**src/rtl/instr_fetch_queue.sv**
```systemverilog
`default_nettype none
// instr_fetch_queue: fetch PC owner, fixed-latency imem requester and FWFT instruction queue.
// Optional macro FETCH_PERF_EN adds saturating perf_fetched/perf_flushed/perf_stall_cycles counters.
module instr_fetch_queue #(
  parameter int              XLEN     = 64,
  parameter int              DEPTH    = 4,
  parameter logic [XLEN-1:0] RESET_PC = '0
) (
  input  logic            clock,
  input  logic            reset,
  output logic            imem_req,
  output logic [XLEN-1:0] imem_addr,
  input  logic [31:0]     imem_rdata,
  output logic            instr_valid,
  output logic [31:0]     instr,
  output logic [XLEN-1:0] instr_pc,
  input  logic            instr_ready,
  input  logic            redirect_valid,
  input  logic [XLEN-1:0] redirect_pc,
  input  logic            halt_req,
  output logic            halted
`ifdef FETCH_PERF_EN
  ,
  output logic [31:0]     perf_fetched,
  output logic [31:0]     perf_flushed,
  output logic [31:0]     perf_stall_cycles
`endif
);

  localparam int AW = $clog2(DEPTH);
  localparam int CW = AW + 1;
  localparam logic [XLEN-1:0] c_reset_pc = RESET_PC & ~XLEN'(3);

  typedef enum logic [1:0] {
    ST_BOOT   = 2'd0,
    ST_RUN    = 2'd1,
    ST_DRAIN  = 2'd2,
    ST_HALTED = 2'd3
  } state_t;

  state_t          r_state;
  logic            r_halted;
  logic [XLEN-1:0] r_fetch_pc;
  logic [XLEN-1:0] r_req_pc;
  logic            r_inflight;
  logic [CW-1:0]   r_count;
  logic [AW-1:0]   r_wr;
  logic [AW-1:0]   r_rd;
  logic [31:0]     r_mem_instr [DEPTH];
  logic [XLEN-1:0] r_mem_pc    [DEPTH];

  logic            w_flush;
  logic [CW-1:0]   w_occ;
  logic            w_room;
  logic            w_issue;
  logic            w_push;
  logic            w_pop;
  logic [XLEN-1:0] w_redirect_pc;

  // Occupancy counts the in-flight word so a response always has a free slot.
  assign w_occ         = r_count + CW'(r_inflight);
  assign w_room        = w_occ < CW'(DEPTH);
  assign w_flush       = redirect_valid && (r_state != ST_BOOT);
  assign w_issue       = (r_state == ST_RUN) && !redirect_valid && !halt_req && w_room;
  assign w_push        = r_inflight && !w_flush;
  assign w_pop         = (r_count != '0) && instr_ready && !w_flush;
  assign w_redirect_pc = redirect_pc & ~XLEN'(3);

  assign imem_req    = w_issue;
  assign imem_addr   = r_fetch_pc;
  assign instr_valid = (r_count != '0);
  assign instr       = r_mem_instr[r_rd];
  assign instr_pc    = r_mem_pc[r_rd];
  assign halted      = r_halted;

  always_ff @(posedge clock or posedge reset) begin
    if (reset) begin
      r_state  <= ST_BOOT;
      r_halted <= 1'b0;
    end else begin
      case (r_state)
        ST_BOOT: r_state <= ST_RUN;
        ST_RUN: begin
          if (halt_req) r_state <= ST_DRAIN;
        end
        ST_DRAIN: begin
          if (!halt_req) begin
            r_state <= ST_RUN;
          end else if (!r_inflight) begin
            r_state  <= ST_HALTED;
            r_halted <= 1'b1;
          end
        end
        ST_HALTED: begin
          if (!halt_req) begin
            r_state  <= ST_RUN;
            r_halted <= 1'b0;
          end
        end
        default: begin
          r_state  <= ST_BOOT;
          r_halted <= 1'b0;
        end
      endcase
    end
  end

  always_ff @(posedge clock or posedge reset) begin
    if (reset) begin
      r_fetch_pc <= c_reset_pc;
      r_req_pc   <= '0;
      r_inflight <= 1'b0;
      r_count    <= '0;
      r_wr       <= '0;
      r_rd       <= '0;
      for (int i = 0; i < DEPTH; i++) begin
        r_mem_instr[i] <= '0;
        r_mem_pc[i]    <= '0;
      end
    end else begin
      r_inflight <= w_issue;
      if (w_issue) begin
        r_fetch_pc <= r_fetch_pc + XLEN'(4);
        r_req_pc   <= r_fetch_pc;
      end
      // A flush drops both the queue and the response arriving this cycle.
      if (w_flush) begin
        r_fetch_pc <= w_redirect_pc;
        r_count    <= '0;
        r_wr       <= '0;
        r_rd       <= '0;
      end else begin
        if (w_push) begin
          r_mem_instr[r_wr] <= imem_rdata;
          r_mem_pc[r_wr]    <= r_req_pc;
          r_wr              <= r_wr + AW'(1);
        end
        if (w_pop) r_rd <= r_rd + AW'(1);
        r_count <= r_count + CW'(w_push) - CW'(w_pop);
      end
    end
  end

`ifdef FETCH_PERF_EN
  logic [31:0] r_perf_fetched;
  logic [31:0] r_perf_flushed;
  logic [31:0] r_perf_stall;
  logic [32:0] w_flushed_sum;
  logic        w_stall;

  assign w_flushed_sum = {1'b0, r_perf_flushed} + 33'(r_count) + 33'(r_inflight);
  assign w_stall       = (r_state == ST_RUN) && !redirect_valid && !halt_req && !w_room;

  always_ff @(posedge clock or posedge reset) begin
    if (reset) begin
      r_perf_fetched <= '0;
      r_perf_flushed <= '0;
      r_perf_stall   <= '0;
    end else begin
      if (w_push && (r_perf_fetched != '1)) r_perf_fetched <= r_perf_fetched + 32'd1;
      if (w_flush) r_perf_flushed <= w_flushed_sum[32] ? '1 : w_flushed_sum[31:0];
      if (w_stall && (r_perf_stall != '1)) r_perf_stall <= r_perf_stall + 32'd1;
    end
  end

  assign perf_fetched      = r_perf_fetched;
  assign perf_flushed      = r_perf_flushed;
  assign perf_stall_cycles = r_perf_stall;
`endif

endmodule
`default_nettype wire
```
**config.mk**
```make
export PLATFORM = sky130hd
export DESIGN_NAME = instr_fetch_queue
export DESIGN_NICKNAME = d
export VERILOG_FILES = /design/src/rtl/instr_fetch_queue.sv
export SDC_FILE = /design/constraint.sdc
export NUM_CORES = 1
export LEC_CHECK = 0
export ABC_AREA = 1
export BUFFER_PORTS_ARGS = -buffer_cell sky130_fd_sc_hd__buf_2
export CORE_MARGIN = 1.5
export CORE_UTILIZATION = 45
export CTS_CLUSTER_DIAMETER = 80
export DETAILED_ROUTE_END_ITERATION = 16
export PLACE_DENSITY = 0.7
export SETUP_SLACK_MARGIN = 0.15
export SLEW_MARGIN = 20
export SYNTH_ARGS = -nofsm -noshare
export SYNTH_HDL_FRONTEND = slang
export SYNTH_SLANG_ARGS = --single-unit
export TNS_END_PERCENT = 100
```
**constraint.sdc**
```tcl
create_clock -name clock -period 26.4 [get_ports clock]
set_input_delay 2.64 -clock clock [delete_from_list [all_inputs] [get_ports clock]]
set_output_delay 2.64 -clock clock [all_outputs]
set_load 0.01 [all_outputs]
```
Yosys cells after proc, flatten, opt, wreduce, memory -nomap -nowiden
Index checks and enable logic that the tools add are counted.
{"block": "op_classes", "add_sub_neg": 6, "mul": 0, "div_mod_pow": 0, "order_cmp": 4, "n_eq_ne": 8, "shift": 0, "muxes": 28, "bitwise": 3, "n_reduce_logical": 21}
{"cell": "64-bit 2-to-1 mux", "count": 5}
{"cell": "256-bit bitwise mux", "count": 1}
{"cell": "64-bit binary-select mux with 2-bit select", "count": 1}
{"cell": "128-bit bitwise mux", "count": 1}
{"cell": "64-bit demux with 2-bit select", "count": 1}
{"cell": "32-bit 2-to-1 mux", "count": 3}
{"cell": "64-bit by 3-bit adder with 64-bit output, second input constant", "count": 1}
{"cell": "32-bit binary-select mux with 2-bit select", "count": 1}
{"cell": "32-bit demux with 2-bit select", "count": 1}
{"cell": "2-bit 2-to-1 mux", "count": 8}
{"cell": "2-bit nonzero test", "count": 5}
{"cell": "1-bit logical AND", "count": 8}
{"cell": "2-bit != test, second input constant", "count": 4}
{"cell": "2-bit case mux with 4 select lines", "count": 1}
{"cell": "3-bit by 1-bit adder with 3-bit output", "count": 2}
{"cell": "3-bit >= comparator, second input constant", "count": 2}
{"cell": "2-bit NOT with 3-bit output", "count": 2}
{"cell": "2-bit by 1-bit adder with 2-bit output, second input constant", "count": 2}
{"cell": "2-bit equality test, second input constant", "count": 2}
{"cell": "4-bit AND reduction", "count": 1}
{"cell": "1-bit logical NOT", "count": 3}
{"cell": "3-bit by 1-bit less-than comparator with 1-bit output, second input constant", "count": 1}
{"cell": "3-bit less-than comparator, second input constant", "count": 1}
{"cell": "1-bit 2-to-1 mux", "count": 3}
{"cell": "10 further kinds", "count": 10}
{"block": "totals", "register_bits": 523, "latchBits": 0, "ram_bits": 0, "mem_bits_ro": 0, "inputBits": 101, "out_inout_bits": 163, "word_cells": 86, "memories": 0}

Longest topological paths before layout
Gate-level depths: netlist (run 1).
{"block": "logic_depth", "depth_word": 7, "mapped_depth": 12}

Worst setup path after synthesis (run 1)
No wires, ideal clock.
{"block": "synth_path", "path_kind": "input-to-output", "start": "input halt_req", "end": "output imem_req", "arrival_time_ns": 3.360, "required_ns": 23.760, "path_slack_ns": 20.400, "path_stages": 6, "path_buffers": 1, "path_cell_list": "inv_2 -> nand2_1 -> nor2_2 -> nand3_2 -> inv_2 -> clkbuf_1"}
{"block": "synth_between", "elab_chain_len": 3}
{"element": "start, declared", "line": "20", "source": "input logic halt_req,"}
{"element": "1-bit logical NOT"}
{"element": "1-bit logical AND (2 in series)", "line": "64", "source": "assign w_issue = (r_state == ST_RUN) && !redirect_valid && !halt_req && w_room;"}
{"element": "end, declared", "line": "11", "source": "output logic imem_req,"}
Every way passes these cells.

Worst setup path in the final report (run 1)
Ends and elaborated chain as after synthesis.

==> impl_metrics.toml, run 1 <==
[synthesis]
seq_area_frac_synth = 0.540
ys_types = 41
synth_edf_count = 0
yosysWarnings = 0
synth_area_um2 = 23700
synth_area_leaders = "dfrtp_1 54%, o21ai_0 14%, nand2_1 12%, nor2_1 5.7%, inv_1 3.1%"
synth_area_per_cell_um2 = 8.06
synthArstFlopShare = 1.00
synth.ff_latch_count = 511
ys.flop_type = "dfrtp_1"
yosysTopAreaCell = "dfrtp_1"
synthesis.instances = 2939
yosys.area.top_type_share = 0.540

[worst_setup_path]
crit_path_top_delay_cell = "buf_4"
r2r-start = "r_state[1]"
worst_ep_arrival_time_ns = 4.21
required_ns = 23.76
ff2ff_setup_slack_ns = 23.58
crit_type = "in -> out"
path_buf_inv = 5
r2r_cells = 8
end_kind = "output port"
crit_family = "buffers and inverters"
path_cells = "buf_2 -> inv_2 -> nand2_1 -> nor2_2 -> nand3_4 -> inv_2 -> buf_4 -> buf_2"
start_kind = "input port"
cp_max_fo = 53
cpPeakStageDelay_ns = 0.51
reg2reg_to = "r_mem_pc[56]"

[clock_tree]
insertion_delay_ns = 0.60
cts.clk_slew.worst_paths_ns = 0.06
numCtsBuffers = 55
cts_setup_buffers = 0
clock_sinks = 511
clock_path_buffers = 3
htree_levels = 2
post_cts_resized = 0
root_buffer = "clkbuf_16"
holdBufCountCts = 0
cts_tree = "yes"

[worst_hold_path]
hold_path.class = "reg -> reg"
holdPathStages = 2
whs_endpoint = "r_mem_pc[96]"
hp-start = "r_mem_pc[96]"

[sta]
relSlewSlack = 0.288
setup_viol = 0
final.min_clock_period_ns = 6.85
skew_ns = 0.0155
fin_crit_sh = 0.260
final-hold-violation-count = 0
fin_tns_setup_ns = 0
clock.fmax_mhz = 146
rsz0062_at_grt = "false"
maxSlewViolCount = 0
tightest_slew_ns = 1.07

[die]
fp.coreArea_um2 = 51600
row_count = 83
io_pins = 264
start_util = 0.459
die_w_um = 232
die_area_um2 = 54000
die_y_um = 232

[drt]
first_iter_violations = 2013
routed_wl_mm = 70.2
drc = 0
ant_nets = 0
avgViaCountPerCell = 5.46
via_count = 20800
dr.pass1.iters = 5
wl_per_cell_um = 18.4

[power_and_ir_drop]
intPower_uw = 1910
swShare = 0.407
p_sw_uw = 1310
leakage_uw = 0.0131
p_seq_frac = 0.381
power.share.clock = 0.255
power_frac_comb = 0.364
peakVddDrop_mv = 0.0742
p_per_area_nw_per_um2 = 118

[global_routing]
grt_start_max_net_pins = 184
grt-ovfl-total = 0
grt_pass1_wl_mm = 111
antenna_found_initial = 1
grt_util_all_layers = 0.261
first_global_vias = 19700

[layout]
nFillCells = 4866
final-instance-count-excl-fill = 3816
ff_latch_area_um2 = 12800
final_cell_mix = "727 x nand2_1, 651 x o21ai_0, 509 x dfrtp_1"
multi_input_area_um2 = 9420
num_antenna_cells = 0
final_common_cell = "nand2_1"
syn2layout_area_growth_pct = 14.9
nNetsFinal = 3208
drive_gt1_frac = 0.136

[place]
dp_cells = 3717
dp.final_hpwl_mm = 44.2
gp_congestion = 0.948
numPortBuffers = 257

[flow_run]
cap_violations = 0

[status]
status = "finished, final reports clean"
-- state kept, by name, summed over array words and instances, names as in the netlist --
register     count
r_mem_pc       248
r_mem_instr    128
imem_addr       62
r_req_pc        62
r_count          3
r_rd             2
r_state          2
r_wr             2
halted           1
r_inflight       1
-- worst max-delay path by stage --
| stage | startpoint | end | slack [ns] | depth (start not counted) |
|---|---|---|---|---|
| CTS | halt_req | imem_req | 19.54 | 8 |
| finish | halt_req | imem_req | 19.55 | 8 |
| global placement | halt_req | imem_req | 19.62 | 8 |
| global route | halt_req | imem_req | 19.42 | 8 |
| detailed placement | halt_req | imem_req | 19.56 | 8 |
| floorplan | reset | halted | 9.49 | 1 |
-- metal layers --
layer / wire length, µm / track usage
met1: 31500 / 0.381
met2: 31900 / 0.401
met3: 4880 / 0.0371
met4: 1820 / 0.0824
met5: 0 / 0
-- synth_stat cells, types with 2 or more instances --
library cell,n
nand2_1,727
o21ai_0,651
dfrtp_1,511
nor2_1,359
inv_1,195
clkbuf_1,105
o22ai_1,97
nand3_1,71
buf_2,68
o211ai_1,17
nand2_2,16
nor2_2,15
o21ai_1,13
ha_1,12
inv_2,9
a21oi_1,8
nand4_1,8
xor2_1,8
nor3_1,6
a31oi_1,4
buf_1,4
buf_4,4
nand2_4,4
nor2_4,4
a211oi_1,3
o21bai_1,3
a22oi_1,2
nor2_8,2
-- power by group through the flow --
stage	clock [µW]	combinational (µW)	sequential (µW)
finish	823	1170	1230
global route	870	1320	1260
CTS	839	1180	1220
detailed placement	0	1170	1230
global placement	0	1140	1220
floorplan	0	737	1180
-- cell families after synthesis --
logic type,Yosys count,share of synthesized area
DFF,511,0.540
other,1,0.000158
adders and majority gates,13,0.00718
and+or+nand+nor,1216,0.206
xor gates and xnor gates,8,0.00296
buffers and inverters,386,0.0654
AOI/OAI and AO/OA,804,0.179
-- area by class of cell --
| cell class | instances | share of cell area |
|---|---|---|
| well taps | 680 | 0.0313 |
| clock buffers | 75 | 0.0581 |
| clock inverters | 24 | 0.0130 |
| flip-flops and latches | 511 | 0.470 |
| repair buffers | 276 | 0.0530 |
| multi-input cells | 2045 | 0.346 |
| inverters | 205 | 0.0286 |
-- tightest hold or removal path, stage by stage (launching register included) --
cell and delay (ns):
dfrtp_1 0.34, nand2_1 0.05, o21ai_0 0.06
-- through the flow --
step | util | area (µm²) | total power, µW | hold slack (ns) | worst slack (ns)
floorplan | - | 23700 | 1910 | 0.448 | 9.49
global placement | 0.490 | 25300 | 2360 | 0.459 | 19.62
detailed placement | 0.490 | 25300 | 2400 | 0.467 | 19.56
CTS | 0.527 | 27200 | 3230 | 0.482 | 19.54
global route | 0.527 | 27200 | 3450 | 0.497 | 19.42
finish | 0.527 | 27200 | 3220 | 0.479 | 19.55
No activity file was read; power rests on OpenSTA's default activity.
==> run 2, diff against run 1 <==
==> constraint.sdc (replaced) <==
create_clock -name clock -period 6.37 [get_ports clock]
set_input_delay 0.637 -clock clock [delete_from_list [all_inputs] [get_ports clock]]
set_output_delay 0.637 -clock clock [all_outputs]
set_load 0.01 [all_outputs]
==> run 2 against run 1 <==
  * Critical path type is now reg -> out
  * Via count grew 0.63%
  * Combinational power grew to 4.1 times the previous value
  * Critical endpoint is now instr_pc[34]
  * Sequential share of layout area grew 0.29 points
  * Highest routed layer unchanged
==> impl_metrics.toml, run 2 (synthesis results as in run 1) <==
[clock_tree]
insertion_delay_ns = 0.60
post_cts_resized = 0
root_buffer = "clkbuf_16"
numCtsBuffers = 55
holdBufCountCts = 0
cts_tree = "yes"
cts.clk_slew.worst_paths_ns = 0.06
htree_levels = 2
clock_sinks = 511
clock_path_buffers = 3
cts_setup_buffers = 0

[sta]
rsz0062_at_grt = "false"
clock.fmax_mhz = 227
final.min_clock_period_ns = 4.40
setup_viol = 0
skew_ns = 0.0185
hold_ws_ns = 0.235
final-hold-violation-count = 0
tightest_slew_ns = 1.08
relSlewSlack = 0.283
maxSlewViolCount = 0
fin_crit_sh = 0.691

[global_routing]
first_global_vias = 19600
grt_pass1_wl_mm = 111
grt_start_max_net_pins = 170
grt-ovfl-total = 0
grt_util_all_layers = 0.260
antenna_found_initial = 1

[place]
dp.final_hpwl_mm = 45.2
gp_congestion = 0.968
numPortBuffers = 257

[layout]
largest_reg_flops = 248
drive_gt1_frac = 0.134
nNetsFinal = 3210
final_common_cell = "nand2_1"
final_cell_mix = "727 x nand2_1, 651 x o21ai_0, 509 x dfrtp_1"
syn2layout_area_growth_pct = 14.2
num_antenna_cells = 0
largestRegisters = "r_mem_pc (248), r_mem_instr (128)"
regMostFlops = "r_mem_pc"

[flow_run]
cap_violations = 0

[drt]
avgViaCountPerCell = 5.49
wl_per_cell_um = 18.5
via_count = 21000
drc = 0
routed_wl_mm = 70.5
first_iter_violations = 2121
ant_nets = 0
dr.pass1.iters = 6

[power_and_ir_drop]
leakage_uw = 0.0131
p_per_area_nw_per_um2 = 483
peakVddDrop_mv = 0.230
p_total_uw = 13100

[worst_hold_path]
hold_path.class = "in -> async"

[die]
io_pins = 264
row_count = 83
die_y_um = 232
start_util = 0.459
die_w_um = 232
fp.coreArea_um2 = 51600
die_area_um2 = 54000

[status]
status = "finished, final reports clean"

[worst_setup_path]
crit_type = "reg -> out"
required_ns = 5.73
r2r-start = "r_state[0]"
end_kind = "output port"
start_kind = "flip-flop"
cp_max_fo = 71
worst_ep_arrival_time_ns = 3.76
crit_path_start = "r_rd[0]"
-- run 2: worst paths after layout --
kind / to / slack, ns / cells past startpoint
setup / recovery: instr_pc[34] / 1.97 / 5
hold / removal: r_mem_instr[119] / 0.23 / 3
setup reg to reg: imem_addr[52] / 3.12 / 10
hold reg to reg: r_mem_pc[177] / 0.48 / 2
max in group asynchronous: r_mem_pc[244] / 4.69 / 4
min in group clock: imem_addr[34] / 0.25 / 3
-- run 2: worst max-delay path: stages, from the launching register on --
cell	delay, ns
dfrtp_4	0.79
buf_4	0.70
buf_4	0.74
o21ai_0	0.20
o22ai_1	0.42
buf_2	0.22
-- run 2: per-stage QoR --
step            util  setup slack, ns  cell area [µm²]  std cells  setup TNS, ns
6_report       0.524             1.97            27100       3817              0
5_1_grt        0.524             1.80            27100       3817              0
4_1_cts        0.524             2.03            27100       3817              0
3_5_place_dp   0.490             2.70            25300       3719              0
3_3_place_gp   0.490             2.69            25300       3719              0
2_1_floorplan      -            -1.21            23700       2942        -615.93
-- run 2: layout make-up --
class / instances / area [µm²]
fill: 4896 / 24600
sequential: 511 / 12800
multi-input combinational: 2045 / 9390
clock buffer: 80 / 1580
timing repair buffer: 278 / 1490
tap: 680 / 851
inverter: 205 / 776
clock inverter: 18 / 174
-- run 2: layer usage --
| layer | wire length (µm) | vias to the layer above | GRT usage |
|---|---|---|---|
| li1 | - | 9913 | - |
| met1 | 31500 | 10100 | 0.376 |
| met2 | 31900 | 835 | 0.403 |
| met3 | 5270 | 100 | 0.0404 |
| met4 | 1760 | 0 | 0.0773 |
| met5 | 0 | - | 0 |
-- run 2: power breakdown --
group	internal [µW]	switching (µW)	total, µW
Clock	1800	1310	3110
Sequential	4210	923	5140
Combinational	1630	3200	4830
Total	7650	5430	13100
==> run 3, diff against run 2 <==
--- a/config.mk
+++ b/config.mk
@@ -5,7 +5,7 @@
 export SDC_FILE = /design/constraint.sdc
 export NUM_CORES = 1
 export LEC_CHECK = 0
-export ABC_AREA = 1
+export ABC_AREA = 0
 export BUFFER_PORTS_ARGS = -buffer_cell sky130_fd_sc_hd__buf_2
 export CORE_MARGIN = 1.5
 export CORE_UTILIZATION = 45
==> constraint.sdc (replaced) <==
create_clock -name clock -period 4.31 [get_ports clock]
set_input_delay 0.431 -clock clock [delete_from_list [all_inputs] [get_ports clock]]
set_output_delay 0.431 -clock clock [all_outputs]
set_load 0.01 [all_outputs]
==> run 3 against run 2 <==
  * Non-clock buffer count grew 6
  * Worst hold slack lost 0.20 ns
  * Final cell count shrank 30%
  * Critical endpoint is now imem_req
==> impl_metrics.toml, run 3 <==
[synthesis]
synthArstFlopShare = 1.00
synth_adder_area_share = 0.00738
ys.flop_type = "dfrtp_1"
yosysWarnings = 0
synth_compound_area_frac = 0.0302
synth_area_um2 = 23100
yosysTopAreaCell = "dfrtp_1"
synth_most_common_cell = "dfrtp_1"
synth_area_leaders = "dfrtp_1 55%, mux2_2 18%, mux4_2 9.2%, nand2_1 3.7%, clkbuf_1 1.1%"
yosys.area.top_type_share = 0.555
seq_area_frac_synth = 0.555
synth-xor-area-share = 0.00608
yosys.area_share.simple = 0.0987
synth_top_family_by_area = "multiplexers"
ys_types = 63
synthesis.instances = 1704
synth_top_cells_by_count = "511 x dfrtp_1, 378 x mux2_2, 230 x nand2_1"
synth.ff_latch_count = 511
muxShareOfSynthArea = 0.280
synth_edf_count = 0
synth_area_per_cell_um2 = 13.5

[global_routing]
grt_start_max_net_pins = 114
antenna_found_initial = 8
grt-ovfl-total = 0
grt_util_all_layers = 0.225
first_global_vias = 15800
grt_pass1_wl_mm = 92.4

[drt]
avgViaCountPerCell = 5.70
first_iter_violations = 1048
via_count = 15100
ant_nets = 0
routed_wl_mm = 58.2
wl_per_cell_um = 21.9
drc = 0
dr.pass1.iters = 5

[layout]
nFillCells = 4188
drive_gt1_frac = 0.443
largestRegisters = "r_mem_pc (248), r_mem_instr (128)"
largest_reg_flops = 248
final_common_cell = "dfrtp_1"
regMostFlops = "r_mem_pc"
syn2layout_area_growth_pct = 17.1
final_cell_mix = "509 x dfrtp_1, 378 x mux2_2, 257 x buf_2"
nNetsFinal = 2049
final-instance-count-excl-fill = 2654

[sta]
final.min_clock_period_ns = 3.76
final-hold-violation-count = 0
tightest_slew_ns = 0.972
rsz0062_at_grt = "false"
fin_crit_sh = 0.873
skew_ns = 0.0230
clock.fmax_mhz = 266
relSlewSlack = 0.350
hold_ws_ns = 0.0335
maxSlewViolCount = 0
setup_viol = 0

[die]
die_area_um2 = 52600
fp.coreArea_um2 = 50400
die_y_um = 229
row_count = 82
io_pins = 264
start_util = 0.458
die_w_um = 229

[place]
numPortBuffers = 257
dp_cells = 2547
gp_congestion = 0.832
dp.final_hpwl_mm = 37.4

[worst_setup_path]
crit_path_frequent_cell = "buf_4"
end_kind = "output port"
worst_ep_arrival_time_ns = 3.33
path_cells = "inv_1 -> ha_1 -> or3b_4 -> a21o_4 -> clkinv_2 -> buf_4 -> buf_4 -> buf_2"
reg2reg_to = "imem_addr[13]"
cp_max_fo = 42
required_ns = 3.88
crit_path_start = "r_state[1]"
cp-endpoint = "imem_req"
cpPeakStageDelay_ns = 0.42
ff2ff_setup_slack_ns = 0.85
crit_path_top_delay_cell = "or3b_4"
r2r-start = "r_inflight"
crit_type = "reg -> out"
start_kind = "flip-flop"
r2r_cells = 7

[power_and_ir_drop]
peakVddDrop_mv = 0.377
leakage_uw = 0.0130
p_total_uw = 18800
p_per_area_nw_per_um2 = 698

[clock_tree]
post_cts_resized = 0
numCtsBuffers = 56
htree_levels = 2
cts_tree = "yes"
root_buffer = "clkbuf_16"
clock_path_buffers = 3
clock_sinks = 511
cts.clk_slew.worst_paths_ns = 0.06
insertion_delay_ns = 0.61

[worst_hold_path]
hold_path.class = "in -> reg"
holdPathStages = 3

[flow_run]
cap_violations = 0

[status]
status = "finished, final reports clean"
[run 3: layer usage]
layer  GRT usage  wire length, µm  vias to the layer above
met5           0               24                        -
met4      0.0839             1820                        4
li1            -                -                     6694
met3      0.0473             3850                      106
met2       0.352            27400                      481
met1       0.311            25100                     7831
[run 3: logic make-up (layout without fill, tap and decap cells)]
logic type / Yosys count / count (layout)
XOR/XNOR: 16 / 16
adder cells (fa/ha/maj): 13 / 13
multiplexers: 480 / 480
other: 1 / 9
AND/OR/NAND/NOR: 452 / 452
flip-flops: 511 / 511
buffers and inverters: 127 / 397
AO/OA/AOI/OAI: 104 / 104
[run 3: worst min-delay path by stage]
| stage | startpoint | endpoint | slack, ns |
|---|---|---|---|
| 6_report | redirect_pc[31] | imem_addr[31] | 0.03 |
| 5_1_grt | redirect_pc[40] | imem_addr[40] | 0.03 |
| 4_1_cts | redirect_pc[9] | imem_addr[9] | 0.001 |
| 3_5_place_dp | r_mem_instr[57] | r_mem_instr[57] | 0.49 |
| 3_3_place_gp | r_mem_pc[148] | r_mem_pc[148] | 0.48 |
| 2_1_floorplan | r_mem_instr[32] | r_mem_instr[32] | 0.47 |
[run 3: what timing repair did]
item,CTS,global route
hold endpoints to repair,24,0
setup endpoints to repair,0,0
hold buffers,2,0
buffers inserted,0,0
[run 3: stage by stage]
step	utilization	instance area (µm²)	TNS, ns	setup WS, ns
after CTS	0.536	27000	0	0.526
after floorplan	-	23100	-1563.32	-3.06
after global routing	0.536	27000	0	0.365
after global placement	0.499	25100	0	0.892
after detailed placement	0.499	25100	0	0.880
final	0.536	27000	0	0.548
[run 3: layout make-up]
| class | count | area [µm²] | area share |
|---|---|---|---|
| multi-input combinational | 1069 | 9820 | 0.364 |
| tap | 672 | 841 | 0.0311 |
| timing repair buffer | 284 | 1630 | 0.0604 |
| sequential | 511 | 12800 | 0.474 |
| inverter | 13 | 53.8 | 0.00199 |
| clock inverter | 15 | 200 | 0.00741 |
| clock buffer | 85 | 1650 | 0.0611 |
| antenna | 5 | 12.5 | 0.000463 |
[run 3: where the power goes]
part / switching (µW) / internal, µW / total, µW
Combinational: 3030 / 3060 / 6080
Sequential: 1560 / 6400 / 7960
Clock: 1930 / 2870 / 4800
Total: 6520 / 12300 / 18800
[run 3: worst max-delay path: cells and delay by family, from the launching register on]
family,cells,cell delay [ns]
adders and majority gates,1,0.21
AOI/OAI and AO/OA,1,0.34
DFF,1,0.40
buffers and inverters,5,1.31
and+or+nand+nor,1,0.42
